### config.mk
export PLATFORM = sky130hd
export DESIGN_NAME = inst_fetch
export DESIGN_NICKNAME = d
export VERILOG_FILES = /design/src/rtl/inst_fetch.sv
export SDC_FILE = /design/constraint.sdc
export NUM_CORES = 1
export LEC_CHECK = 0
export ABC_CLOCK_PERIOD_IN_PS = 3700
export CORE_UTILIZATION = 55
export CTS_BUF_LIST = sky130_fd_sc_hd__clkbuf_4
export DETAILED_ROUTE_END_ITERATION = 8
export PLACE_DENSITY = 0.9
export SYNTH_ARGS = -nofsm -noshare
export SYNTH_HDL_FRONTEND = slang
export SYNTH_SLANG_ARGS = --single-unit
### constraint.sdc
create_clock -name clk -period 3.7 [get_ports clk]
set_input_delay 0.37 -clock clk [delete_from_list [all_inputs] [get_ports clk]]
set_output_delay 0.37 -clock clk [all_outputs]
set_load 0.01 [all_outputs]
### src/rtl/inst_fetch.sv
// rtl/inst_fetch.sv - instruction fetch stage with PC, imem handshake and skid-backed output
//
// Purpose:
//   Owns the program counter, issues word fetches to instruction memory over a
//   req/ack handshake, and presents {pc, instruction} to decode through a
//   valid/ready output register backed by a one-entry skid buffer. Branch
//   redirects flush the stage; a fetch that is still outstanding when a
//   redirect arrives is drained and its data discarded.
//
// Ports:
//   clk         system clock, rising edge
//   clrn        asynchronous active-low reset
//   imem_req    fetch request to instruction memory
//   imem_addr   byte address of the request, [1:0] = 00
//   imem_ack    memory returns data this cycle (ignored while imem_req = 0)
//   imem_rdata  instruction word, valid when imem_req & imem_ack
//   br_taken    redirect pulse from execute, highest priority
//   br_target   redirect address, [1:0] forced to 00
//   id_valid    id_pc / id_inst hold a valid instruction
//   id_ready    decode accepts this cycle
//   id_pc       PC of the presented instruction
//   id_inst     presented instruction
//   pc_out      current fetch PC register

module inst_fetch #(
  parameter logic [31:0] RESET_PC = 32'h0000_0000,
  parameter logic [31:0] NOP_INST = 32'h0000_0000
) (
  input  logic        clk,
  input  logic        clrn,
  output logic        imem_req,
  output logic [31:0] imem_addr,
  input  logic        imem_ack,
  input  logic [31:0] imem_rdata,
  input  logic        br_taken,
  input  logic [31:0] br_target,
  output logic        id_valid,
  input  logic        id_ready,
  output logic [31:0] id_pc,
  output logic [31:0] id_inst,
  output logic [31:0] pc_out
);

  localparam logic [1:0] ST_FETCH = 2'd0;
  localparam logic [1:0] ST_HOLD  = 2'd1;
  localparam logic [1:0] ST_DRAIN = 2'd2;

  localparam logic [31:0] PC_RST = {RESET_PC[31:2], 2'b00};

  logic [1:0]  state, state_n;
  logic [31:0] pc, pc_n;
  logic [31:0] drain_addr, drain_addr_n;
  logic [31:0] skid_pc, skid_pc_n;
  logic [31:0] skid_inst, skid_inst_n;
  logic        valid_n;
  logic [31:0] id_pc_n, id_inst_n;
  logic        out_free;
  logic [31:0] pc_inc;
  logic [31:0] br_pc;

  // Gated by clrn so the request drops the instant reset is asserted,
  // even though the state register itself resets to FETCH.
  assign imem_req  = clrn && (state != ST_HOLD);
  // While draining, the abandoned request's address must stay on the bus
  // until memory acks it; pc has already moved to the redirect target.
  assign imem_addr = (state == ST_DRAIN) ? drain_addr : pc;
  assign pc_out    = pc;

  assign out_free = !id_valid || id_ready;
  assign pc_inc   = pc + 32'd4;
  assign br_pc    = br_target & 32'hFFFF_FFFC;

  always_comb begin
    state_n      = state;
    pc_n         = pc;
    drain_addr_n = drain_addr;
    skid_pc_n    = skid_pc;
    skid_inst_n  = skid_inst;
    valid_n      = id_valid;
    id_pc_n      = id_pc;
    id_inst_n    = id_inst;

    if (br_taken) begin
      pc_n        = br_pc;
      valid_n     = 1'b0;
      id_inst_n   = NOP_INST;
      skid_pc_n   = 32'h0;
      skid_inst_n = NOP_INST;
      case (state)
        ST_FETCH: begin
          if (!imem_ack) begin
            // Request stays outstanding: remember its address and drain it.
            state_n      = ST_DRAIN;
            drain_addr_n = pc;
          end else begin
            state_n = ST_FETCH;
          end
        end
        ST_HOLD:  state_n = ST_FETCH;
        ST_DRAIN: state_n = imem_ack ? ST_FETCH : ST_DRAIN;
        default:  state_n = ST_FETCH;
      endcase
    end else begin
      case (state)
        ST_FETCH: begin
          if (imem_ack) begin
            pc_n = pc_inc;
            if (out_free) begin
              id_pc_n   = pc;
              id_inst_n = imem_rdata;
              valid_n   = 1'b1;
            end else begin
              // Decode is stalled: park the word and stop requesting.
              skid_pc_n   = pc;
              skid_inst_n = imem_rdata;
              state_n     = ST_HOLD;
            end
          end else if (id_ready) begin
            valid_n = 1'b0;
          end
        end
        ST_HOLD: begin
          if (id_ready) begin
            id_pc_n   = skid_pc;
            id_inst_n = skid_inst;
            valid_n   = 1'b1;
            state_n   = ST_FETCH;
          end
        end
        ST_DRAIN: begin
          // Data returned here belongs to the flushed path and is dropped.
          if (imem_ack) begin
            state_n = ST_FETCH;
          end
        end
        default: state_n = ST_FETCH;
      endcase
    end
  end

  always_ff @(posedge clk or negedge clrn) begin
    if (!clrn) begin
      state      <= ST_FETCH;
      pc         <= PC_RST;
      drain_addr <= 32'h0;
      skid_pc    <= 32'h0;
      skid_inst  <= NOP_INST;
      id_valid   <= 1'b0;
      id_pc      <= 32'h0;
      id_inst    <= NOP_INST;
    end else begin
      state      <= state_n;
      pc         <= pc_n;
      drain_addr <= drain_addr_n;
      skid_pc    <= skid_pc_n;
      skid_inst  <= skid_inst_n;
      id_valid   <= valid_n;
      id_pc      <= id_pc_n;
      id_inst    <= id_inst_n;
    end
  end

endmodule

# Yosys cells after proc, flatten, opt, wreduce, memory -nomap -nowiden
# Index checks and enable logic that the tools add are counted.
# word_totals
elab_cells	76
register_bits	195
latchBits	0
output_inout_bits	130
ram_bits	0
mem_count	0
mem_bits_ro	0
# classes
n_lt_le_gt_ge	0
eq_ne	14
addsub	1
n_shift	0
div	0
reduce_logical	16
n_bitwise	2
n_mux	35
mul	0
# op_table
cell	n
32-bit 2-to-1 mux	19
32-bit case mux with 2 select lines	2
32-bit by 3-bit adder with 32-bit output (second input constant)	1
3-bit inequality test (second input constant)	5
2-bit 2-to-1 mux	7
4-bit AND reduction	3
2-bit inequality test (second input constant)	4
4-bit inequality test (second input constant)	2
2-bit case mux with 3 select lines	1
3-bit AND reduction	2
2-bit nonzero test	3
1-bit 2-to-1 mux	5
5-bit AND reduction	1
3-bit nonzero test	1
2-bit by 1-bit == test with 1-bit output (second input constant)	1
2-bit == test (second input constant)	1
2-bit logical NOT	1
2-bit by 1-bit inequality test with 1-bit output (second input constant)	1
1-bit inverter	2
1-bit case mux with 2 select lines	1
2-bit AND reduction	1
2-bit OR reduction	1
1-bit logical AND	1
1-bit logical NOT	1
1-bit logical OR	1

# Logic depth before layout (Yosys ltp)
# Gate-level depths: netlist of run 1.
# depth
ltp_word	6
ltp_mapped	8
depth_no_buf	5

# Worst setup path before layout of run 1
# OpenSTA, ideal clock, no wires.
# synth_path
path_type	register to register
from	reg state[0]
to	reg pc[27] (netlist: pc_out[27])
arrival_ns	1.960
path_buffers	1
period_less_slack_ns	2.042
path_stages_with_launch	6
path_slack_ns	1.658
path_cell_list	dfrtp_1 -> buf_6 -> or3b_4 -> or4_4 -> or4_1 -> a31oi_1
# synth_via
elab_chain_cells	3
# synth_rtl
item	line	text
from (decl)	50	logic [1:0] state, state_n;
from (signal assigned)	152	state <= state_n;
2-bit logical NOT	104	case (state)
2-bit nonzero test (no source line)	-	
2-bit AND reduction (no source line)	-	
to (signal assigned)	153	pc <= pc_n;
to (decl)	51	logic [31:0] pc, pc_n;
# Every way passes these cells.
# A chain may end at the register's enable or synchronous reset.

# Worst setup path in the final report of run 1
# layout_path
from	reg state[1]
to	out imem_addr[5]
# layout_via
elab_chain_cells	2
# layout_rtl
item	line	text
2-bit == test	66	assign imem_addr = (state == ST_DRAIN) ? drain_addr : pc;
32-bit 2-to-1 mux	66	
to (decl)	32	output logic [31:0] imem_addr,
# Every way passes these cells.

==> results.toml, run 1 <==
[die]
start_util = 0.5640
fp.dieH_um = 129.6
dieArea_mm2 = 0.01680
ios = 199
core_mm2 = 0.01589
die_x_um = 129.6
row_count = 46

[power]
total_leakage_power_nw = 4.374
power.density_mw_per_mm2 = 406.8
ir_drop_mv = 0.2187

[clocking]
cts_tree = "built"
cts_buffer_depth = 2
cts_buffers = 17
clkTransAtPathRegs_ps = 140
htree_levels = 4
cts-root-buf = "clkbuf_4"
clock_sinks = 189
clkLatencyLatePin_ps = 580
post_cts_buffers = 0

[timing]
setup_viol_count_final = 0
period_share = 0.8552
fmax_mhz = 316.1
fin_hold_ws_ps = 338.3
rsz0062_at_grt = "false"
fin_tns_setup_ps = 0
slew_headroom = 0.4963
min_period_ps = 3164
tightest_slew_ps = 755.6
slew_viol_final = 0
finalHoldViolations = 0
fin_skew_ps = 23.18

[global_routing]
grt_use_total = 0.2781
grt_max_degree = 122
grt_first_pass_wirelength_um = 36140
antenna_found_initial = 1
gr-total-overflow = 0
first_global_vias = 7188

[layout]
area_growth_pct = 24.89
nNetsFinal = 1117
finalInstanceArea_mm2 = 0.01119
n_fill_cell = 1204
drive_gt1_frac = 0.1086
final-seq-area_mm2 = 0.004730
multi_input_comb_area_mm2 = 0.003887

[routing]
dr_total_vias = 7383
post_drt_via_cell_ratio = 5.786
routedWlPerCell_um = 17.55
wirelength_um = 22400
ant_nets = 0
drt-pass1-iter-count = 5
drcViolationCount = 0
drt_iter0_markers = 564

[outcome]
outcome = "finished, final reports clean"

[logic_synthesis]
ys.flop_type = "dfrtp_1"
postSynthCellCount = 909
ys_seq_area_frac = 0.5279
avgSynthCellArea_um2 = 9.855
async_flop_share = 1.000
synth-seq-cells = 189
netlist_area_mm2 = 0.008959
synth_edf_count = 0
yosys_warnings = 0
synth_cell_types = 43

[setup_path]
cp-end-kind = "output port"
required_ps = 3330
crit_path_start_kind = "flop"
cp_max_fo = 32
cp_data_arrival_time_ps = 2790
crit_type = "reg2out"

[placed_design]
port_buffers = 192
gp_congestion = 0.8163
post-dp-hpwl_um = 14520
place_area_mm2 = 0.01096

[job]
cap_violations = 0

[worst_hold_path]
hold_class = "in2async"
-- flip-flops by register name (all words and copies together) (netlist names) --
register and flops:
id_inst 32, skid_pc 31, id_pc 31, id_valid 1, skid_inst 32, drain_addr 30
pc_out 30, state 2
-- critical path, stage by stage (launching register included) --
cell	delay, ps
dfrtp_1	600
inv_1	200
nor2_4	110
buf_4	410
mux2_2	400
clkdlybuf4s50_1	490
-- worst paths after layout --
check / cells past startpoint / end / slack (ps) / from
max: 5 / imem_addr[5] / 540 / state[1]$_DFFE_PN0P_
min: 2 / skid_inst[11]$_DFFE_PN0P_ / 340 / clrn
max reg2reg: 4 / pc_out[29]$_DFFE_PN0P_ / 1360 / pc_out[12]$_DFFE_PN0P_
min reg2reg: 2 / id_inst[11]$_DFFE_PN0P_ / 490 / id_inst[11]$_DFFE_PN0P_
max in group asynchronous: 3 / skid_pc[20]$_DFFE_PN0P_ / 2290 / clrn
min in group clk: 3 / pc_out[2]$_DFFE_PN0P_ / 340 / br_target[2]
-- final cells by class --
cell class              instances  area share
inverters                       5    0.001677
repair buffers                205      0.1842
multi-input cells             629      0.3475
clock inverters                12    0.006822
diodes                          1   0.0002237
flip-flops and latches        189      0.4227
well taps                     216     0.02416
clock buffers                  19     0.01275
-- routing by layer --
metal  up-vias  global-route usage  share of wire
met5         -                   0              0
met4         0              0.1361          0.033
met3        50             0.05037          0.058
met2       276              0.4489           0.49
met1      3616              0.3633           0.42
li1       3441                   -              -
-- power breakdown --
group,internal (mW),total (mW),switching (mW)
Sequential,2.29,2.49,0.197
Clock,0.270,0.954,0.684
Combinational,0.618,1.11,0.491
-- Yosys cell counts, drive strengths merged (2+ instances only) --
cell type  instances  area share
xnor2              6      0.0059
or3                7      0.0049
or4               15       0.013
inv                5      0.0021
and3               5      0.0035
buf               22       0.014
nand4             11      0.0077
dfrtp            189        0.53
o21ai             51       0.028
clkbuf            67       0.028
nand3             18       0.011
a31oi             18       0.013
nor3               4      0.0022
nand2            212       0.089
and4               3      0.0029
nor2b              3      0.0021
nand3b             2      0.0017
mux2              59       0.074
o31ai             42       0.035
a21oi             67       0.037
and2               2      0.0014
xor2               3      0.0029
nor2              22      0.0092
o211ai             2      0.0017
mux2i             61       0.068
nor4               2      0.0014
-- per-stage QoR --
step / setup slack, ps / utilization / instances / total power, mW
after floorplan: 1658 / - / 912 / 2.996
after global placement: 1134 / 0.6897 / 1243 / 3.596
after detailed placement: 1104 / 0.6897 / 1243 / 3.640
after CTS: 518.5 / 0.7042 / 1275 / 4.588
after global routing: 398.3 / 0.7043 / 1276 / 4.786
final: 535.9 / 0.7043 / 1276 / 4.552
-- cells in the final DEF (no fill, tap or decap), types with 3 or more instances in the layout --
master           Yosys  layout
nand3_2              1       3
nand3_1             17      15
mux2_2              59      59
conb_1               1       4
dfrtp_1            189     189
nand4_1             11      11
nor3_1               4       3
nand2_1            212     212
a21oi_1             67      67
clkdlybuf4s50_1      0     190
a31oi_1             18      17
xor2_1               3       3
and3_1               5       4
or3_1                7       7
o21ai_0             51      51
o31ai_1             42      42
clkinv_2             0       4
mux2i_1             61      61
clkbuf_4             0      19
clkinvlp_4           0       3
clkinv_4             0       3
buf_12               0       3
nor2_1              22      21
inv_1                5       5
xnor2_1              6       6
and4_1               3       3
buf_4                5      10
or4_1               14      14
-- cell families (layout without fill, tap and decap cells) --
group | Yosys count | count (layout) | synth area share
compound gates | 183 | 183 | 0.1182
mux | 120 | 120 | 0.1423
other cells | 1 | 5 | 0.0004186
simple gates | 312 | 312 | 0.1564
flops | 189 | 189 | 0.5279
buf+inv | 94 | 241 | 0.04455
xor+xnor | 9 | 9 | 0.008799
fa+ha+maj | 1 | 1 | 0.001396
-- repair_timing --
item | 4_1_cts | 5_1_grt
gates resized for setup | 0 | 0
hold endpoints to repair | 68 | 0
setup endpoints to repair | 0 | 0
hold buffers | 1 | 0
Power figures use the tool's default switching activity.
==> run 2, diff against run 1 <==
==> config.mk (replaced) <==
export PLATFORM = sky130hd
export DESIGN_NAME = inst_fetch
export DESIGN_NICKNAME = d
export VERILOG_FILES = /design/src/rtl/inst_fetch.sv
export SDC_FILE = /design/constraint.sdc
export NUM_CORES = 1
export LEC_CHECK = 0
export ABC_CLOCK_PERIOD_IN_PS = 2600
export CORE_UTILIZATION = 47
export CTS_BUF_LIST = sky130_fd_sc_hd__clkbuf_4
export DETAILED_ROUTE_END_ITERATION = 8
export PLACE_DENSITY = 0.82
export SYNTH_ARGS = -nofsm -noshare
export SYNTH_HDL_FRONTEND = slang
export SYNTH_SLANG_ARGS = --single-unit
==> constraint.sdc (replaced) <==
create_clock -name clk -period 2.6 [get_ports clk]
set_input_delay 0.26 -clock clk [delete_from_list [all_inputs] [get_ports clk]]
set_output_delay 0.26 -clock clk [all_outputs]
set_load 0.01 [all_outputs]
==> results.toml, run 2 (synthesis gave the netlist of run 1 again) <==
[layout]
nNetsFinal = 1144
largestRegisters = "id_inst: 32 flops, skid_inst: 32 flops"
drive_gt1_frac = 0.1334
final_cell_mix = "212 x nand2_1, 189 x clkdlybuf4s50_1, 186 x dfrtp_1"
finalInstanceArea_mm2 = 0.01153
post-route-util = 0.6162
area_growth_pct = 28.66
final_common_cell = "nand2_1"
n_fill_cell = 1515

[global_routing]
grt_first_pass_wirelength_um = 37800
antenna_found_initial = 1
grt_use_total = 0.2428
grt_max_degree = 110
gr-total-overflow = 0
first_global_vias = 7201

[routing]
dr_total_vias = 7405
ant_nets = 0
routedWlPerCell_um = 17.29
drt-pass1-iter-count = 5
drcViolationCount = 0
drt_iter0_markers = 552
post_drt_via_cell_ratio = 5.601
wirelength_um = 22860

[timing]
period_share = 0.9738
tightest_slew_ps = 746.9
fin_skew_ps = 19.75
fin_hold_ws_ps = 69.27
slew_headroom = 0.5021
slew_viol_final = 0
min_period_ps = 2532
finalHoldViolations = 0
rsz0062_at_grt = "true"
setup_viol_count_final = 0
fmax_mhz = 395.0

[clocking]
clkTransAtPathRegs_ps = 150
cts_buffers = 17
cts_buffer_depth = 2
clock_sinks = 189
clkLatencyLatePin_ps = 590
cts-root-buf = "clkbuf_4"
cts_tree = "built"
htree_levels = 4

[setup_path]
required_ps = 2340
reg2reg_depth = 4
crit_slowest_cell = "clkdlybuf4s50_1"
crit_type = "reg2out"
crit_path_start_kind = "flop"
cp_max_fo = 19
crit_chain = "inv_1, nor2_4, buf_12, o21ai_0, clkdlybuf4s50_1"
max_stage_delay_ps = 600
path_buf_inv = 3
cp-end-kind = "output port"
critPathTopFamily = "buffers and inverters"
path_depth = 5
cp_data_arrival_time_ps = 2270

[power]
total_leakage_power_nw = 4.548
ir_drop_mv = 0.3093
power.density_mw_per_mm2 = 589.0

[die]
core_mm2 = 0.01871
dieArea_mm2 = 0.01962
row_count = 50
fp.dieH_um = 140.1
die_x_um = 140.1
start_util = 0.4789
ios = 199

[placed_design]
gp_congestion = 0.7887
place_area_mm2 = 0.01118
post-dp-hpwl_um = 15370
port_buffers = 192

[worst_hold_path]
hold_class = "in2async"

[outcome]
outcome = "finished, final reports clean"

[job]
cap_violations = 0
## run 2: area by class of cell
class                   count  area (µm²)  share of cell area
repair buffers            232        2313              0.2007
flip-flops and latches    189        4733              0.4107
clock buffers              18       135.1             0.01172
multi-input cells         629        3887              0.3373
diodes                      1       2.502           0.0002171
well taps                 234       292.8             0.02540
clock inverters            14       142.6             0.01238
inverters                   5       18.77            0.001628
## run 2: layer usage
layer,GRT usage,part of all wire
met5,0,0
met4,0.1064,0.031
met3,0.03897,0.052
met2,0.3982,0.49
met1,0.3193,0.43
## run 2: path summary, 6_finish.rpt
path | startpoint | endpoint | slack [ps]
max in group asynchronous | clrn | id_pc[19]$_DFFE_PN0P_ | 1530
worst min-delay path | clrn | skid_inst[15]$_DFFE_PN0P_ | 70
worst max register to register | pc_out[14]$_DFFE_PN0P_ | pc_out[29]$_DFFE_PN0P_ | 340
worst min register to register | id_inst[6]$_DFFE_PN0P_ | id_inst[6]$_DFFE_PN0P_ | 490
worst max-delay path | state[1]$_DFFE_PN0P_ | imem_addr[8] | 70
min in group clk | br_target[11] | pc_out[11]$_DFFE_PN0P_ | 210
## run 2: timing repair
item / 4_1_cts / 5_1_grt
resized for setup: 6 / 3
endpoints found under the setup margin: 30 / 28
hold endpoints to repair: 134 / 0
hold buffers: 2 / 0
buffers inserted: 1 / 2
## run 2: where the power goes
part / internal (mW) / total (mW) / switching, mW
Sequential: 3.26 / 3.49 / 0.223
Clock: 0.581 / 1.61 / 1.03
Combinational: 0.928 / 1.70 / 0.768
## run 2: metrics by stage
step	total power, mW	setup slack (ps)	std cells	TNS [ps]
floorplan	4.263	557.7	912	0
global placement	5.178	158.1	1284	0
detailed placement	5.239	154.3	1284	0
CTS	6.836	0.6846	1319	0
global route	7.121	-5.657	1322	-7.775
finish	6.789	68.23	1322	0
## run 2: worst reg2reg max path, delay by kind of cell, from the launching register on
kind / cells / cell delay, ps
and+or+nand+nor: 3 / 1460
DFF: 1 / 540
AOI/OAI and AO/OA: 1 / 180
==> run 3, diff against run 2 <==
--- a/config.mk
+++ b/config.mk
@@ -6,6 +6,7 @@
 export NUM_CORES = 1
 export LEC_CHECK = 0
 export ABC_CLOCK_PERIOD_IN_PS = 2600
+export CORE_MARGIN = 10
 export CORE_UTILIZATION = 47
 export CTS_BUF_LIST = sky130_fd_sc_hd__clkbuf_4
 export DETAILED_ROUTE_END_ITERATION = 8
==> results.toml, run 3 (synthesis gave the netlist of run 1 again) <==
[outcome]
outcome = "finished, final reports clean"

[placed_design]
gp_congestion = 0.8044
port_buffers = 192
dp_slack_ps = 131.7
post-dp-hpwl_um = 16970

[routing]
drcViolationCount = 0
dr_total_vias = 7293
post_drt_via_cell_ratio = 5.538
routedWlPerCell_um = 19.15
drt-pass1-iter-count = 6
drt_iter0_markers = 579
wirelength_um = 25220
ant_nets = 0

[setup_path]
crit_path_start_kind = "flop"
crit_type = "reg2out"
cp-end-kind = "output port"
cp_max_fo = 9
cp_data_arrival_time_ps = 2140
required_ps = 2340

[die]
fp.dieH_um = 158.1
ios = 199
die_x_um = 158.1
start_util = 0.4789
dieArea_mm2 = 0.02498
row_count = 50
core_mm2 = 0.01871

[timing]
fmax_mhz = 416.4
setup_viol_count_final = 0
slew_headroom = 0.3142
slew_viol_final = 0
rsz0062_at_grt = "false"
period_share = 0.9237
tightest_slew_ps = 1029
fin_tns_setup_ps = 0
fin_skew_ps = 31.89
min_period_ps = 2402
finalHoldViolations = 0
final.setup.worst_slack_ps = 198.5

[clocking]
cts_buffers = 17
clkTransAtPathRegs_ps = 150
cts_tree = "built"
clock_sinks = 189
cts_buffer_depth = 2
htree_levels = 4
clkLatencyLatePin_ps = 570
cts-root-buf = "clkbuf_4"

[global_routing]
antenna_found_initial = 1
grt_first_pass_wirelength_um = 39920
globalRouteMet2Util = 0.3361
grt_util_met1 = 0.2439
gr-total-overflow = 0
grt_busiest_layer = "met2"
grt_max_degree = 188
grtUsageMet3 = 0.05862
first_global_vias = 7288
grt_use_total = 0.2012

[layout]
nNetsFinal = 1139
drive_gt1_frac = 0.1275
final_cell_mix = "212 x nand2_1, 187 x dfrtp_1, 161 x clkdlybuf4s50_1"
area_growth_pct = 28.55
final_common_cell = "nand2_1"
n_fill_cell = 1516
largestRegisters = "id_inst: 32 flops, skid_inst: 32 flops"
post-route-util = 0.6157

[power]
power.density_mw_per_mm2 = 589.2
total_leakage_power_nw = 4.694
ir_drop_mv = 0.3729

[job]
cap_violations = 0

[worst_hold_path]
hold_class = "in2reg"
## run 3: cell count changes in the layout (fill, tap and decap cells not counted), sizes merged
cell	before	now
clkdlybuf4s50	189	161
dlygate4sd2	0	12
buf	39	34
clkinvlp	4	1
clkinv	5	8
dlymetal6s2s	1	17
## run 3: worst paths after layout
path,start,to,slack (ps),cells after the start
min in group asynchronous,clrn,id_valid$_DFFE_PN0P_,480,3
max in group asynchronous,clrn,state[1]$_DFFE_PN0P_,1300,3
worst min register to register,id_inst[4]$_DFFE_PN0P_,id_inst[4]$_DFFE_PN0P_,490,2
worst min-delay path,br_taken,skid_inst[3]$_DFFE_PN0P_,130,2
worst max register to register,pc_out[15]$_DFFE_PN0P_,pc_out[24]$_DFFE_PN0P_,370,4
worst max-delay path,state[1]$_DFFE_PN0P_,imem_req,200,4
## run 3: layout make-up
cell class / count / area, µm² / area share
inverter: 5 / 18.77 / 0.001630
tap: 234 / 292.8 / 0.02542
multi-input combinational: 629 / 3887 / 0.3376
antenna: 1 / 2.502 / 0.0002173
clock inverter: 14 / 141.4 / 0.01228
timing repair buffer: 227 / 2306 / 0.2002
clock buffer: 18 / 135.1 / 0.01173
sequential: 189 / 4732 / 0.4109
## run 3: power by group
part | switching (mW) | internal, mW
Combinational | 0.787 | 0.889
Clock | 1.04 | 0.583
Sequential | 0.226 | 3.26
## run 3: critical path, cell delays in order, from the launching register on
cell	delay, ps
dfrtp_2	430
buf_4	170
nor2b_4	370
nor2b_1	120
clkdlybuf4s50_1	500
## run 3: what timing repair did
item,4_1_cts,5_1_grt
setup buffers,1,2
endpoints found under the hold margin,159,0
resized for setup,14,17
setup endpoints to repair,30,17
pin swaps,0,0
hold buffers,2,0
## run 3: metal layers
metal  vias to the layer above  part of all wire
met4                         0             0.024
met2                       220              0.50
met3                        35             0.069
li1                       3478                 -
met1                      3560              0.41
met5                         -                 0
## run 3: through the flow
step                      instance area (µm²)  instances  total power, mW  hold WS [ps]
after floorplan                          8970        912            4.263        -35.59
after CTS                               11460       1314            6.866         76.52
final                                   11520       1317            6.785         129.5
after global placement                  11160       1279            5.215         75.82
after global routing                    11520       1317            7.144         77.89
after detailed placement                11160       1279            5.275         75.34
